### config.mk
export PLATFORM = sky130hd
export DESIGN_NAME = ps2_host_controller
export DESIGN_NICKNAME = d
export VERILOG_FILES = /design/src/rtl/ps2_pkg.sv /design/src/rtl/ps2_line_sync.sv /design/src/rtl/ps2_host_controller.sv
export SDC_FILE = /design/constraint.sdc
export NUM_CORES = 1
export LEC_CHECK = 0
export CORE_UTILIZATION = 55
export CTS_CLUSTER_SIZE = 16
export DETAILED_ROUTE_END_ITERATION = 12
export PLACE_DENSITY_LB_ADDON = 0.05
export SYNTH_ARGS = -nofsm -noshare
export SYNTH_HDL_FRONTEND = slang
export SYNTH_SLANG_ARGS = --single-unit
### constraint.sdc
create_clock -name clk -period 2.8 [get_ports clk]
set_input_delay 0.28 -clock clk [delete_from_list [all_inputs] [get_ports clk]]
set_output_delay 0.28 -clock clk [all_outputs]
set_load 0.1 [all_outputs]
### src/rtl/ps2_pkg.sv
// Shared types and constants for the PS/2 host-side controller.
// Holds the controller state encoding and PS/2 protocol byte values.
package ps2_pkg;

    typedef enum logic [2:0] {
        IDLE,
        INHIBIT,
        RTS,
        SEND,
        ACK,
        WAIT_RESP
    } ps2_state_t;

    localparam logic [7:0] PS2_ACK     = 8'hFA;
    localparam logic [7:0] PS2_RESEND  = 8'hFE;
    localparam int         PS2_BITS_TX = 10;

    function automatic int max3(input int a, input int b, input int c);
        int m;
        m = (a > b) ? a : b;
        return (m > c) ? m : c;
    endfunction

    // PS/2 frames carry odd parity over the 8 data bits.
    function automatic logic odd_parity(input logic [7:0] b);
        return ~^b;
    endfunction

endpackage

### src/rtl/ps2_line_sync.sv
// Two-flop synchroniser for one PS/2 pad plus a falling-edge strobe.
// Ports: clk, reset (sync, active-high), pad (async in),
//        level (synchronised line), fall (1-cycle strobe on 1->0).
module ps2_line_sync (
    input  logic clk,
    input  logic reset,
    input  logic pad,
    output logic level,
    output logic fall
);

    logic meta;
    logic sync;
    logic prev;

    // Idle PS/2 lines float high, so reset all stages to 1 to
    // avoid a spurious fall strobe when reset is released.
    always_ff @(posedge clk) begin
        if (reset) begin
            meta <= 1'b1;
            sync <= 1'b1;
            prev <= 1'b1;
        end else begin
            meta <= pad;
            sync <= meta;
            prev <= sync;
        end
    end

    assign level = sync;
    assign fall  = prev & ~sync;

endmodule

### src/rtl/ps2_host_controller.sv
// PS/2 bus owner: gates device-to-host reception and runs host-to-device
// command transmission (inhibit, RTS, frame shift, line ACK, response).
// Ports: clk, reset (sync, active-high); cmd_valid/cmd_ready/cmd_byte
// command handshake; ps2_clock_in/ps2_data_in raw pads; ps2_*_oe
// open-drain pull-downs; read_enable to receiver; rx_ready/rx_valid/
// rx_byte from receiver; resp_valid/resp_byte response; cmd_error on
// abandon; busy when not idle.
module ps2_host_controller #(
    parameter int INHIBIT_CYCLES = 5000,
    parameter int BIT_TIMEOUT    = 750000,
    parameter int RESP_TIMEOUT   = 1000000,
    parameter int MAX_RETRIES    = 2
) (
    input  logic       clk,
    input  logic       reset,
    input  logic       cmd_valid,
    output logic       cmd_ready,
    input  logic [7:0] cmd_byte,
    input  logic       ps2_clock_in,
    input  logic       ps2_data_in,
    output logic       ps2_clock_oe,
    output logic       ps2_data_oe,
    output logic       read_enable,
    input  logic       rx_ready,
    input  logic       rx_valid,
    input  logic [7:0] rx_byte,
    output logic       resp_valid,
    output logic [7:0] resp_byte,
    output logic       cmd_error,
    output logic       busy
);

    import ps2_pkg::*;

    localparam int TMAX = max3(INHIBIT_CYCLES, BIT_TIMEOUT,
                               RESP_TIMEOUT);
    localparam int TW   = $clog2(TMAX + 1);
    localparam int RW   = (MAX_RETRIES > 0) ?
                          $clog2(MAX_RETRIES + 1) : 1;

    localparam logic [TW-1:0] INH_LAST  = TW'(INHIBIT_CYCLES - 1);
    localparam logic [TW-1:0] BIT_LAST  = TW'(BIT_TIMEOUT - 1);
    localparam logic [TW-1:0] RESP_LAST = TW'(RESP_TIMEOUT - 1);
    localparam logic [RW-1:0] RETRY_MAX = RW'(MAX_RETRIES);
    localparam logic [3:0]    STOP_IDX  = 4'(PS2_BITS_TX - 1);

    ps2_state_t    state;
    logic [TW-1:0] timer;
    logic [3:0]    bit_idx;
    logic [RW-1:0] retry_cnt;
    logic [7:0]    cmd_q;
    logic          parity_q;

    logic clk_fall;
    logic clk_level_unused;
    logic data_level;
    logic data_fall_unused;
    logic retry;

    ps2_line_sync u_clk_sync (
        .clk   (clk),
        .reset (reset),
        .pad   (ps2_clock_in),
        .level (clk_level_unused),
        .fall  (clk_fall)
    );

    ps2_line_sync u_data_sync (
        .clk   (clk),
        .reset (reset),
        .pad   (ps2_data_in),
        .level (data_level),
        .fall  (data_fall_unused)
    );

    // Every failure path (bit timeout, line NAK, resend request,
    // receive error, response timeout) funnels into one retry action.
    always_comb begin
        retry = 1'b0;
        case (state)
            SEND:
                retry = !clk_fall && (timer == BIT_LAST);
            ACK:
                retry = clk_fall ? data_level
                                 : (timer == BIT_LAST);
            WAIT_RESP:
                retry = rx_ready ? (!rx_valid ||
                                    rx_byte == PS2_RESEND)
                                 : (timer == RESP_LAST);
            default:
                retry = 1'b0;
        endcase
    end

    always_ff @(posedge clk) begin
        if (reset) begin
            state        <= IDLE;
            timer        <= '0;
            bit_idx      <= '0;
            retry_cnt    <= '0;
            cmd_q        <= '0;
            parity_q     <= 1'b0;
            ps2_clock_oe <= 1'b0;
            ps2_data_oe  <= 1'b0;
            read_enable  <= 1'b1;
            cmd_ready    <= 1'b1;
            resp_valid   <= 1'b0;
            resp_byte    <= '0;
            cmd_error    <= 1'b0;
            busy         <= 1'b0;
        end else begin
            resp_valid <= 1'b0;
            cmd_error  <= 1'b0;
            if (retry) begin
                ps2_data_oe <= 1'b0;
                timer       <= '0;
                bit_idx     <= '0;
                if (retry_cnt < RETRY_MAX) begin
                    // Same byte again, straight back to inhibit.
                    retry_cnt    <= retry_cnt + 1'b1;
                    state        <= INHIBIT;
                    ps2_clock_oe <= 1'b1;
                    read_enable  <= 1'b0;
                end else begin
                    retry_cnt    <= '0;
                    state        <= IDLE;
                    ps2_clock_oe <= 1'b0;
                    read_enable  <= 1'b1;
                    cmd_ready    <= 1'b1;
                    busy         <= 1'b0;
                    cmd_error    <= 1'b1;
                end
            end else begin
                case (state)
                    IDLE: begin
                        // A byte arriving from the device wins over
                        // a new command in the same cycle.
                        if (cmd_valid && cmd_ready && !rx_ready) begin
                            cmd_q        <= cmd_byte;
                            parity_q     <= odd_parity(cmd_byte);
                            retry_cnt    <= '0;
                            timer        <= '0;
                            state        <= INHIBIT;
                            ps2_clock_oe <= 1'b1;
                            read_enable  <= 1'b0;
                            cmd_ready    <= 1'b0;
                            busy         <= 1'b1;
                        end
                    end
                    INHIBIT: begin
                        if (timer == INH_LAST) begin
                            timer       <= '0;
                            state       <= RTS;
                            ps2_data_oe <= 1'b1;
                        end else begin
                            timer <= timer + 1'b1;
                        end
                    end
                    RTS: begin
                        // Start bit already on data; free the clock
                        // so the device begins clocking the frame.
                        ps2_clock_oe <= 1'b0;
                        bit_idx      <= '0;
                        timer        <= '0;
                        state        <= SEND;
                    end
                    SEND: begin
                        if (clk_fall) begin
                            timer   <= '0;
                            bit_idx <= bit_idx + 1'b1;
                            if (bit_idx < 4'd8) begin
                                ps2_data_oe <= ~cmd_q[bit_idx[2:0]];
                            end else if (bit_idx != STOP_IDX) begin
                                ps2_data_oe <= ~parity_q;
                            end else begin
                                ps2_data_oe <= 1'b0;
                                state       <= ACK;
                            end
                        end else begin
                            timer <= timer + 1'b1;
                        end
                    end
                    ACK: begin
                        // A high data line here is caught by retry.
                        if (clk_fall) begin
                            timer       <= '0;
                            read_enable <= 1'b1;
                            state       <= WAIT_RESP;
                        end else begin
                            timer <= timer + 1'b1;
                        end
                    end
                    WAIT_RESP: begin
                        if (rx_ready) begin
                            resp_byte  <= rx_byte;
                            resp_valid <= 1'b1;
                            retry_cnt  <= '0;
                            state      <= IDLE;
                            cmd_ready  <= 1'b1;
                            busy       <= 1'b0;
                        end else begin
                            timer <= timer + 1'b1;
                        end
                    end
                    default: begin
                        state <= IDLE;
                    end
                endcase
            end
        end
    end

endmodule

# ---- Yosys cells after proc, flatten, opt, wreduce, memory -nomap -nowiden
# Index checks and enable logic that the tools add are counted.
dict set report classes {
  n_addsub 3
  mul 0
  div 0
  magnitude_cmp 3
  n_eq_ne 22
  shift 0
  mux 50
  n_bitwise 6
  reduce_logical 29
}
# cell count
set op_table {}
lappend op_table {{$pmux 20 s5} 1}
lappend op_table {{$mux 20} 4}
lappend op_table {{$eq 20x20->1 const B} 2}
lappend op_table {{$mux 3} 8}
lappend op_table {{$mux 1} 22}
lappend op_table {{$ne 3x3->1 const B} 7}
lappend op_table {{$add 20x1->20 const B} 1}
lappend op_table {{$eq 20x13->1 const B} 1}
lappend op_table {{$pmux 3 s6} 1}
lappend op_table {{$reduce_and 3->1} 6}
lappend op_table {{$ne 2x2->1 const B} 5}
lappend op_table {{$pmux 1 s2} 5}
lappend op_table {{$reduce_bool 3->1} 3}
lappend op_table {{$eq 8x8->1 const B} 1}
lappend op_table {{$mux 2} 4}
lappend op_table {{$pmux 4 s2} 1}
lappend op_table {{$reduce_xnor 8->1} 1}
lappend op_table {{$reduce_and 7->1} 1}
lappend op_table {{$eq 3x2->1 const B} 2}
lappend op_table {{$eq 3x3->1 const B} 2}
lappend op_table {{$reduce_or 2->1} 3}
lappend op_table {{$not 1->1} 5}
lappend op_table {{$reduce_bool 5->1} 1}
lappend op_table {{$add 4x1->4 const B} 1}
lappend op_table {{19 further kinds} 25}
dict set report totals {
  reg_bits 58
  latch_bits 0
  ram_bits 0
  romBits 0
  inputBits 23
  output_inout_bits 15
  n_memories 0
}

# ---- Depth between registers and ports, before layout
dict set report depth {
  ltp_word 7
  ltp_mapped 9
}

# ---- Cells and area by module
# A second synthesis with hierarchy kept.
dict set report hier_totals {
  cells_unflattened 382
  hier_area_um2 3056.7
}
# mod n_inst cells_per_inst area_per_inst_um2 seq_area_each_um2
set by_module_without_submodules {}
lappend by_module_without_submodules {ps2_host_controller 1 368 2886.5 1061.0}
lappend by_module_without_submodules {ps2_line_sync 2 7 85.1 60.1}

# ---- Least setup slack after synthesis
# Ideal clock, no wire load.
dict set report synth_timing {
  path_type {register to register}
  from {register state[1]}
  to {register retry_cnt[1]}
  t_arrival_ns 2.199
  required_time_ns 2.730
  slack_ns 0.530
  stages_incl_launch_ff 9
  period_less_slack_ns 2.270
  path_cell_list {dfxtp_1 buf_6 nand2b_4 or4_1 or4_4 and3_1 buf_6 or3b_1 a21oi_1}
}
dict set report synth_between {
  elab_chain_len 4
  elab_cells_between_ends 11
  cone_classes {eq/ne (5); mux (3); reduce/logical (3)}
}
# item line_no
set synth_lines {}
lappend synth_lines {{start: declaration} ps2_host_controller.sv:47} ;# ps2_state_t state;
lappend synth_lines {{start signal: assignment} ps2_host_controller.sv:97} ;# state <= IDLE;
lappend synth_lines {{start signal: assignment} ps2_host_controller.sv:121} ;# state <= INHIBIT;
lappend synth_lines {{start signal: assignment} ps2_host_controller.sv:126} ;# state <= IDLE;
lappend synth_lines {{$eq 3x3->1 (tied with other cells)} {ps2_host_controller.sv:80, ps2_host_controller.sv:134}}
lappend synth_lines {{$pmux 1 s3} ps2_host_controller.sv:80} ;# case (state)
lappend synth_lines {{$ne 3x3->1 (no line) or $reduce_bool 3->1 (tied branches)} -}
lappend synth_lines {{$reduce_and 3->1 (no line)} -}
lappend synth_lines {{end signal: assignment} ps2_host_controller.sv:120} ;# retry_cnt <= retry_cnt + 1'b1;
lappend synth_lines {{end: declaration} ps2_host_controller.sv:50} ;# logic [RW-1:0] retry_cnt;
# Parallel ways exist; a longest one is shown, timed or not.
# A chain may end at the register's enable or synchronous reset.

# ---- Final worst setup path
dict set report layout_timing {
  from {register timer[0]}
  to {register timer[4]}
}
dict set report layout_between {
  elab_chain_len 4
  elab_cells_between_ends 13
  cone_classes {add/sub (1); eq/ne (3); mux (7); reduce/logical (2)}
}
# item line_no
set layout_lines {}
lappend layout_lines {{start: declaration} ps2_host_controller.sv:48} ;# logic [TW-1:0] timer;
lappend layout_lines {{start signal: assignment} ps2_host_controller.sv:156} ;# timer <= timer + 1'b1;
lappend layout_lines {{start signal: assignment} ps2_host_controller.sv:180} ;# timer <= timer + 1'b1;
lappend layout_lines {{start signal: assignment} ps2_host_controller.sv:190} ;# timer <= timer + 1'b1;
lappend layout_lines {{parallel branches: the longest is 4 deep, another holds $add 20x1->20} -}
# Several ways; the timed one is not identified. The select of a mux whose other input is x is not followed.

==> metrics.txt <==
# TYPE chip_impl_metric gauge
chip_impl_info{name="run_status",value="complete, no violations"} 1
chip_impl_metric{name="h-tree-depth",unit=""} 3
chip_impl_metric{name="cts_buffer_depth",unit=""} 2
chip_impl_metric{name="clk_latency",unit="ns"} 0.34
chip_impl_metric{name="clkSinkCount",unit=""} 58
chip_impl_metric{name="grt_first_pass_wirelength",unit="µm"} 11000
chip_impl_metric{name="reg2regPathDepth",unit=""} 6
chip_impl_metric{name="pre_cts_slack",unit="ns"} 0.202
chip_impl_info{name="crit_path_end_kind",value="register"} 1
chip_impl_metric{name="congestion_overflow_gr",unit=""} 0
chip_impl_info{name="critical-path-slowest-cell",value="sky130_fd_sc_hd__o21bai_1"} 1
chip_impl_metric{name="synth_seq_area_share",unit=""} 0.403
chip_impl_metric{name="synth-edff-count",unit=""} 0
chip_impl_metric{name="final-hold-violation-count",unit=""} 0
chip_impl_metric{name="achievable-frequency",unit="MHz"} 401
chip_impl_metric{name="initialDrtViolationCount",unit=""} 116
chip_impl_info{name="tritoncts",value="yes"} 1
chip_impl_metric{name="synthesis.area_per_instance",unit="µm²"} 8.14
chip_impl_info{name="final_cell_mix",value="sky130_fd_sc_hd__dfxtp_1 (58), sky130_fd_sc_hd__nand2_1 (53), sky130_fd_sc_hd__nor2_1 (37), sky130_fd_sc_hd__a21oi_1 (31), sky130_fd_sc_hd__buf_4 (25)"} 1
chip_impl_metric{name="floorplan.initialDensity",unit=""} 0.590
chip_impl_metric{name="fin_tns_setup",unit="ns"} 0
chip_impl_info{name="hp-start",value="u_data_sync.meta$_SDFF_PP1_"} 1
chip_impl_metric{name="totalWireLength",unit="µm"} 6700
chip_impl_metric{name="final_antenna_net_count",unit=""} 0
chip_impl_metric{name="timing.critical_path.slowest_cell_delay",unit="ns"} 0.71
chip_impl_metric{name="critical_path_required",unit="ns"} 2.98
chip_impl_metric{name="post_cts.resized_instances",unit=""} 0
chip_impl_metric{name="yosys_warnings",unit=""} 0
chip_impl_info{name="most_common_cell_after_layout_fill_and_taps_aside",value="sky130_fd_sc_hd__dfxtp_1"} 1
chip_impl_metric{name="finalWorstSetupSlack",unit="ns"} 0.303
chip_impl_metric{name="postSynthNetCount",unit=""} 380
chip_impl_metric{name="antenna_cells",unit=""} 0
chip_impl_metric{name="r2r_slack",unit="ns"} 0.30
chip_impl_info{name="timing.rr.end",value="timer[4]$_SDFFE_PP0P_"} 1
chip_impl_metric{name="die_y",unit="µm"} 74.4
chip_impl_metric{name="dieArea",unit="µm²"} 5530
chip_impl_metric{name="fin_worst_hold_slack",unit="ns"} 0.410
chip_impl_metric{name="drive_gt1_frac",unit=""} 0.123
chip_impl_metric{name="final_max_slew_viol_count",unit=""} 0
chip_impl_metric{name="largest_fanout_on_the_critical_path",unit=""} 12
chip_impl_info{name="whs_endpoint",value="u_data_sync.level$_SDFF_PP1_"} 1
chip_impl_metric{name="shortest_period_the_worst_path_allows",unit="ns"} 2.50
chip_impl_info{name="r2r-start",value="timer[0]$_SDFFE_PP0P_"} 1
chip_impl_metric{name="synthArstFlopShare",unit=""} 0
chip_impl_metric{name="critical_path_arrival",unit="ns"} 2.68
chip_impl_metric{name="grt_antenna_before_repair",unit=""} 0
chip_impl_metric{name="grtUsageTotal",unit=""} 0.261
chip_impl_info{name="crit_path_cell_trace",value="ha_1 > nor4bb_1 > nand4_1 > a211o_1 > o21bai_1 > nor2_1"} 1
chip_impl_metric{name="netlist-cell-type-count",unit=""} 51
chip_impl_metric{name="die_width",unit="µm"} 74.4
chip_impl_metric{name="relSlewSlack",unit=""} 0.409
chip_impl_metric{name="post_cts_buffers",unit=""} 0
chip_impl_metric{name="vias_per_cell",unit=""} 5.73
chip_impl_metric{name="wl_per_cell",unit="µm"} 14.3
chip_impl_info{name="critical_path.startpoint_type",value="register"} 1
chip_impl_metric{name="fillerInstances",unit=""} 406
chip_impl_metric{name="cts.clk_slew.worst_paths",unit="ns"} 0.06
chip_impl_metric{name="routabilityCongestion",unit=""} 0.820
chip_impl_metric{name="tightest_slew",unit="ns"} 0.885
chip_impl_metric{name="min_period_over_period",unit=""} 0.892
chip_impl_metric{name="std_cell_rows",unit=""} 25
chip_impl_metric{name="dp_hpwl",unit="µm"} 4690
chip_impl_info{name="min-delay-path-class",value="reg2reg"} 1
chip_impl_metric{name="drc_errors_left",unit=""} 0
chip_impl_metric{name="synthToLayoutAreaGrowth",unit="%"} 21.8
chip_impl_metric{name="area.sequential",unit="µm²"} 1160
chip_impl_metric{name="detailroute.via_count",unit=""} 2674
chip_impl_metric{name="first_pass_iters",unit=""} 4
chip_impl_metric{name="mappedNetlistArea",unit="µm²"} 2880
chip_impl_metric{name="cellPowerDensity",unit="nW/µm²"} 549
chip_impl_metric{name="pin_count_of_the_biggest_net_entering_global_routing",unit=""} 31
chip_impl_metric{name="port-buffer-count",unit=""} 37
chip_impl_metric{name="floorplan.core_area",unit="µm²"} 4880
chip_impl_info{name="unrepaired_setup_endpoints_after_global_routing",value="false"} 1
chip_impl_metric{name="min_delay_path_depth",unit=""} 1
chip_impl_info{name="clockRootBuffer",value="sky130_fd_sc_hd__clkbuf_8"} 1
chip_impl_metric{name="fin_skew",unit="ns"} 0.00851
chip_impl_metric{name="leakagePower",unit="nW"} 1.22
chip_impl_metric{name="cts_bufs_inserted",unit=""} 9
chip_impl_metric{name="top_level_ports",unit=""} 38
chip_impl_metric{name="multi_input_area",unit="µm²"} 1610
chip_impl_metric{name="num-nets-final",unit=""} 421
chip_impl_metric{name="number_of_global_route_vias_before_repair",unit=""} 2431
chip_impl_metric{name="max_capacitance_violation_total",unit=""} 0
chip_impl_metric{name="netlist_instances",unit=""} 354
chip_impl_metric{name="vdd_ir_drop_max",unit="µV"} 397
chip_impl_info{name="predominant_post_synthesis_flop_cell",value="sky130_fd_sc_hd__dfxtp_1"} 1
chip_impl_info{name="crit_type",value="reg2reg"} 1
chip_impl_metric{name="hold_buffer_count_at_cts",unit=""} 0
chip_impl_metric{name="final-setup-viol-count",unit=""} 0
chip_impl_metric{name="ff_latch_count_synth",unit=""} 58
==> metrics by stage <==
| stage | std cells | power (mW) | utilization | cell area, µm² |
|---|---|---|---|---|
| floorplan | 354 | 1.01 | - | 2880 |
| global placement | 451 | 1.09 | 0.674 | 3290 |
| detailed placement | 451 | 1.09 | 0.674 | 3290 |
| CTS | 467 | 1.93 | 0.719 | 3510 |
| global route | 467 | 1.99 | 0.719 | 3510 |
| finish | 467 | 1.93 | 0.719 | 3510 |
==> critical path, delay by kind of cell, from the launching register on <==
| kind | cells | cell delay (ns) |
|---|---|---|
| DFF | 1 | 0.38 |
| and+or+nand+nor | 3 | 0.65 |
| adders and majority gates | 1 | 0.24 |
| AOI/OAI and AO/OA | 2 | 1.08 |
==> power by group <==
group / internal [mW] / leakage [nW] / switching (mW)
logic: 0.0839 / 0.640 / 0.126
clock network: 0.522 / 0.109 / 0.332
registers: 0.845 / 0.470 / 0.0166
total: 1.45 / 1.22 / 0.474
==> sequential cells by signal, summed over array words and instances (netlist names) <==
signal,flops
bit_idx,4
busy,1
cmd_error,1
cmd_q,8
cmd_ready,1
parity_q,1
ps2_clock_oe,1
ps2_data_oe,1
read_enable,1
resp_byte,8
resp_valid,1
retry_cnt,2
state,3
timer,20
u_clk_sync.level,1
u_clk_sync.meta,1
u_clk_sync.prev,1
u_data_sync.level,1
u_data_sync.meta,1
==> area by class of cell <==
type,count,share of cell area
clock buffer,11,0.0403
clock inverter,5,0.0221
inverter,6,0.00642
multi-input combinational,273,0.460
sequential,58,0.331
tap,67,0.0239
timing repair buffer,47,0.116
==> Yosys cell counts, types with 6 or more instances <==
cell	count	share of area
sky130_fd_sc_hd__nand4_1	10	0.022
sky130_fd_sc_hd__dfxtp_1	58	0.40
sky130_fd_sc_hd__inv_1	6	0.0078
sky130_fd_sc_hd__o21ai_0	7	0.012
sky130_fd_sc_hd__xnor2_1	15	0.046
sky130_fd_sc_hd__nor2_1	37	0.048
sky130_fd_sc_hd__nand3_1	22	0.038
sky130_fd_sc_hd__xor2_1	7	0.021
sky130_fd_sc_hd__a31oi_1	7	0.015
sky130_fd_sc_hd__nor3b_1	6	0.016
sky130_fd_sc_hd__clkbuf_1	12	0.016
sky130_fd_sc_hd__nor3_1	6	0.010
sky130_fd_sc_hd__a21oi_1	31	0.054
sky130_fd_sc_hd__nand2_1	53	0.069
==> cell families after synthesis <==
family,after synthesis,share of synthesized area
simple gates,175,0.310
compound gates,71,0.155
flops,58,0.403
buf+inv,23,0.0365
xor+xnor,22,0.0669
fa+ha+maj,3,0.0130
mux,2,0.0156
==> how the worst max path moves through the flow <==
stage                           from                   endpoint  slack [ns]  cells past startpoint
5_1_grt        timer[0]$_SDFFE_PP0P_      timer[3]$_SDFFE_PP0P_        0.15                      6
2_1_floorplan  state[1]$_SDFFE_PP0P_  retry_cnt[1]$_SDFFE_PP0P_        0.53                      8
4_1_cts        timer[0]$_SDFFE_PP0P_      timer[4]$_SDFFE_PP0P_        0.33                      6
6_report       timer[0]$_SDFFE_PP0P_      timer[4]$_SDFFE_PP0P_        0.30                      6
3_3_place_gp                rx_ready  retry_cnt[1]$_SDFFE_PP0P_        0.24                      6
3_5_place_dp                rx_ready  retry_cnt[1]$_SDFFE_PP0P_        0.20                      6
==> per-layer routing <==
metal,vias up,global-route usage,wire (µm)
met3,11,0.0474,246
met5,-,0,0
met4,0,0.117,111
met1,1255,0.326,3040
met2,60,0.436,3300
li1,1348,-,-
Power figures use the tool's default switching activity.
